--- config.mk ---
export PLATFORM = sky130hd
export DESIGN_NAME = iterative_shifter_left
export DESIGN_NICKNAME = d
export VERILOG_FILES = /design/src/rtl/iterative_shifter_left.sv
export SDC_FILE = /design/constraint.sdc
export NUM_CORES = 1
export LEC_CHECK = 0
export BUFFER_PORTS_ARGS = -buffer_cell sky130_fd_sc_hd__clkbuf_2
export CAP_MARGIN = 20
export CELL_PAD_IN_SITES_DETAIL_PLACEMENT = 0
export CELL_PAD_IN_SITES_GLOBAL_PLACEMENT = 1
export CORE_MARGIN = 2
export CORE_UTILIZATION = 40
export CTS_BUF_LIST = sky130_fd_sc_hd__clkbuf_4
export DETAILED_ROUTE_END_ITERATION = 7
export HOLD_SLACK_MARGIN = 0.02
export PLACE_DENSITY = 0.82
export SYNTH_ARGS = -nofsm -noshare
export SYNTH_HDL_FRONTEND = slang
export SYNTH_SLANG_ARGS = --single-unit
--- constraint.sdc ---
create_clock -name clk_i -period 7.65 [get_ports clk_i]
set_clock_uncertainty 0.05 [all_clocks]
set_input_delay 1.9125 -clock clk_i [delete_from_list [all_inputs] [get_ports clk_i]]
set_output_delay 1.9125 -clock clk_i [all_outputs]
set_load 0.005 [all_outputs]
--- src/rtl/iterative_shifter_left.sv ---
// Multi-cycle left logical shifter: one power-of-two stage per clock, always
// nb_bits_shift stages, with a start/busy/done handshake and a held result.
module iterative_shifter_left #(
    parameter int nb_bits_data  = 32,
    parameter int nb_bits_shift = $clog2(nb_bits_data)
) (
    input  logic                     clk_i,
    input  logic                     rst_i,
    input  logic                     start_i,
    input  logic [nb_bits_data-1:0]  data_i,
    input  logic [nb_bits_shift-1:0] shamt_i,
    output logic                     busy_o,
    output logic                     done_o,
    output logic [nb_bits_data-1:0]  data_o
);

    typedef enum logic [1:0] {
        IDLE,
        SHIFT,
        DONE
    } state_t;

    localparam logic [nb_bits_shift-1:0] LastStage = nb_bits_shift'(nb_bits_shift - 1);

    state_t                     state_q, state_d;
    logic [nb_bits_data-1:0]    acc_q, acc_d;
    logic [nb_bits_shift-1:0]   amt_q, amt_d;
    logic [nb_bits_shift-1:0]   cnt_q, cnt_d;
    logic [nb_bits_data-1:0]    data_q, data_d;

    logic [nb_bits_data-1:0]    stride;
    logic                       take;
    logic [nb_bits_data-1:0]    stage;

    // Stage cnt shifts by 2^cnt when bit cnt of the captured amount is set.
    assign stride = nb_bits_data'(1) << cnt_q;
    assign take   = |(amt_q & (nb_bits_shift'(1) << cnt_q));
    assign stage  = take ? (acc_q << stride) : acc_q;

    always_ff @(posedge clk_i or posedge rst_i) begin
        if (rst_i) begin
            state_q <= IDLE;
            acc_q   <= '0;
            amt_q   <= '0;
            cnt_q   <= '0;
            data_q  <= '0;
        end else begin
            state_q <= state_d;
            acc_q   <= acc_d;
            amt_q   <= amt_d;
            cnt_q   <= cnt_d;
            data_q  <= data_d;
        end
    end

    always_comb begin
        state_d = state_q;
        acc_d   = acc_q;
        amt_d   = amt_q;
        cnt_d   = cnt_q;
        data_d  = data_q;
        case (state_q)
            IDLE: begin
                if (start_i) begin
                    acc_d   = data_i;
                    amt_d   = shamt_i;
                    cnt_d   = '0;
                    state_d = SHIFT;
                end
            end
            SHIFT: begin
                acc_d = stage;
                cnt_d = cnt_q + nb_bits_shift'(1);
                if (cnt_q == LastStage) begin
                    data_d  = stage;
                    state_d = DONE;
                end
            end
            DONE:    state_d = IDLE;
            default: state_d = IDLE;
        endcase
    end

    assign busy_o = (state_q != IDLE);
    assign done_o = (state_q == DONE);
    assign data_o = data_q;

endmodule

==> flow_summary.ini <==
[synthesis]
ys_types = 73
synth_warnings = 0
synth-seq-cells = 76
ys_seq_area_frac = 0.345
synth_cells = 675
synth_area_um2 = 5510
synth.net_count = 721
synth-main-ff-cell = dfrtp_1
synth_edf_count = 0
avgSynthCellArea_um2 = 8.16
async_flop_share = 1.00

[worst_setup_path]
worstPathRequired_ps = 8010
path_delay_family = compound AO/OA/AOI/OAI gates
critPathBufInv = 2
cpPeakStageDelay_ps = 950
critPathArrivalTime_ps = 4580
critical-path-slowest-cell = dfrtp_1
critPathKind = reg2reg
worstPathMaxFanout = 23
cp_common_cell = o21ai_0
startpoint_type = register
path_cells = inv_1 > ha_1 > nor4_1 > o21bai_2 > buf_4 > o32ai_1 > a22oi_1 > o21ai_0 > o21ai_0 > o21ai_0
critPathCaptureType = register

[timing]
finalHoldViolations = 0
finalMaxSlewViolations = 0
tns_ps = 0
setup_viol = 0
fin_crit_sh = 0.553
max_slew_margin = 0.256
worst_pin_slew_ps = 1090
fmax_mhz = 237
grt_setup_unrepaired = no
fin_crit_ps = 4230

[final_layout]
fin_util = 0.461
multi_input_area_um2 = 3330
syn_to_final_growth_pct = 11.8
nFillCells = 1353
drive_gt1_frac = 0.185
nNetsFinal = 765
regArea_um2 = 1900

[die]
die_y_um = 121
ios = 74
coreArea_um2 = 13300
dieArea_um2 = 14700
die_width_um = 121
rows = 42
initial_core_util = 0.413

[pwr]
vdd_drop_max_mv = 0.197
p_leak_nw = 2.69
power_mw = 3.60
p_per_area_nw_per_um2 = 585

[cts]
cts_buffers = 9
clk_pin_slew_worst_paths_ps = 130
cts_resized = 0
root_buffer = clkbuf_4
hold_buffers = 0
clock_latency_ps = 480
htree_levels = 3
postCtsSetupRepairBufs = 0
cts_tree = yes
clockBufferDepth = 2
cts_sinks = 76

[global_routing]
grt_pass1_vias = 5647
grt_use_total = 0.327
grt_max_degree = 77
antenna_found_initial = 1
grt_overflow_total = 0
grt_pass1_wl_mm = 35.7

[placed_design]
gp_congestion = 1.03
io_buffers = 73
hpwl_mm = 16.9

[routing]
drtAntennaViolNets = 0
vias_per_cell = 6.58
drt-total-wl_mm = 23.5
drc_errors = 0
first_iter_violations = 537
first_pass_iters = 8
vias = 5928
wl_per_cell_um = 26.1

[worst_hold_path]
hp-class = reg2reg

[flow_run]
cap_violations = 0

[run_status]
outcome = completed
[state kept, by name, summed over array words and instances (netlist names)]
name / count
data_o: 32
cnt_q: 5
amt_q: 5
state_q: 2
acc_q: 32
[kinds of logic after synthesis]
family | share of synthesized area
mux | 0.0752
flops | 0.345
fa+ha+maj | 0.0136
buf+inv | 0.0559
simple gates | 0.201
compound gates | 0.309
[where the power goes]
group          switching (mW)  total, mW  leakage [nW]  internal [mW]
registers               0.249      0.828         0.951          0.579
clock network           0.162      0.298        0.0868          0.136
logic                    1.66       2.48          1.65          0.817
[cell type report]
class / instances / area share
diodes: 1 / 0.000406
clock buffers: 10 / 0.0122
repair buffers: 88 / 0.0796
multi-input cells: 530 / 0.541
flip-flops and latches: 76 / 0.309
well taps: 176 / 0.0358
inverters: 14 / 0.00873
clock inverters: 6 / 0.0140
[path summary, 6_finish.rpt]
path	start	endpoint	slack (ps)	cells past startpoint
max reg2reg	cnt_q[2]	acc_q[29]	3420	10
min in group asynchronous	rst_i	data_o[17]	1450	3
max	cnt_q[2]	acc_q[29]	3420	10
min reg2reg	data_o[14]	data_o[14]	430	2
min	data_o[14]	data_o[14]	430	2
max in group asynchronous	rst_i	data_o[8]	5490	4
[routing by layer]
layer	GRT usage	routed length, um	up-vias
met3	0.0719	2130	70
met4	0.146	1050	0
li1	-	-	2628
met2	0.493	10500	339
met1	0.447	9880	2891
met5	0	0	-
[cells in the final DEF (no fill, tap or decap), types with 3 or more instances in the layout]
| cell | n |
|---|---|
| a2111oi_0 | 3 |
| a211o_1 | 3 |
| a211oi_1 | 9 |
| a21o_1 | 3 |
| a21oi_1 | 45 |
| a221o_1 | 4 |
| a222oi_1 | 5 |
| a22o_1 | 3 |
| a22oi_1 | 27 |
| a2bb2oi_1 | 4 |
| a31oi_1 | 5 |
| a32o_1 | 3 |
| and2_1 | 3 |
| buf_4 | 14 |
| clkbuf_2 | 73 |
| clkbuf_4 | 10 |
| clkinv_2 | 3 |
| dfrtp_1 | 76 |
| ha_1 | 6 |
| inv_1 | 12 |
| mux2_2 | 6 |
| mux2i_1 | 31 |
| nand2_1 | 101 |
| nand2b_1 | 8 |
| nand3_1 | 29 |
| nand4_1 | 7 |
| nor2_1 | 55 |
| nor3_1 | 11 |
| nor4_1 | 5 |
| nor4b_4 | 3 |
| o2111ai_1 | 3 |
| o211ai_1 | 4 |
| o21ai_0 | 64 |
| o221ai_1 | 7 |
| o22ai_1 | 17 |
| o31ai_1 | 5 |
| o32ai_1 | 5 |
| or3_1 | 3 |
[cell usage after synthesis (all sizes together), types with 6 or more instances]
cell type	number	area, um2
nand2	102	385
buf	25	143
o221ai	7	61.3
nand2b	8	50.1
dfrtp	76	1900
o22ai	17	106
nor2	55	206
nand3	29	145
inv	13	48.8
clkbuf	30	113
a21oi	46	234
mux2i	32	324
nand4	7	43.8
o21ai	65	325
mux2	6	67.6
a22oi	28	215
nor3	12	65.1
ha	6	75.1
o32ai	6	60.1
a211oi	10	80.1
[per-stage QoR]
step	instance area [um2]	instances	worst slack [ps]	hold slack [ps]
after floorplan	5510	675	3750	387
after global placement	5980	883	3440	402
after detailed placement	5980	883	3320	410
after CTS	6140	899	3530	436
after global routing	6160	901	3240	462
final	6160	901	3420	428
[worst register-to-register path, cell delays in order, from the launching register on]
cell      delay [ps]
dfrtp_1          950
inv_1            240
ha_1             310
nor4_1           540
o21bai_2         120
buf_4            240
o32ai_1          530
a22oi_1          270
o21ai_0          540
o21ai_0          170
o21ai_0          200
(Power assumes the default switching activity.)
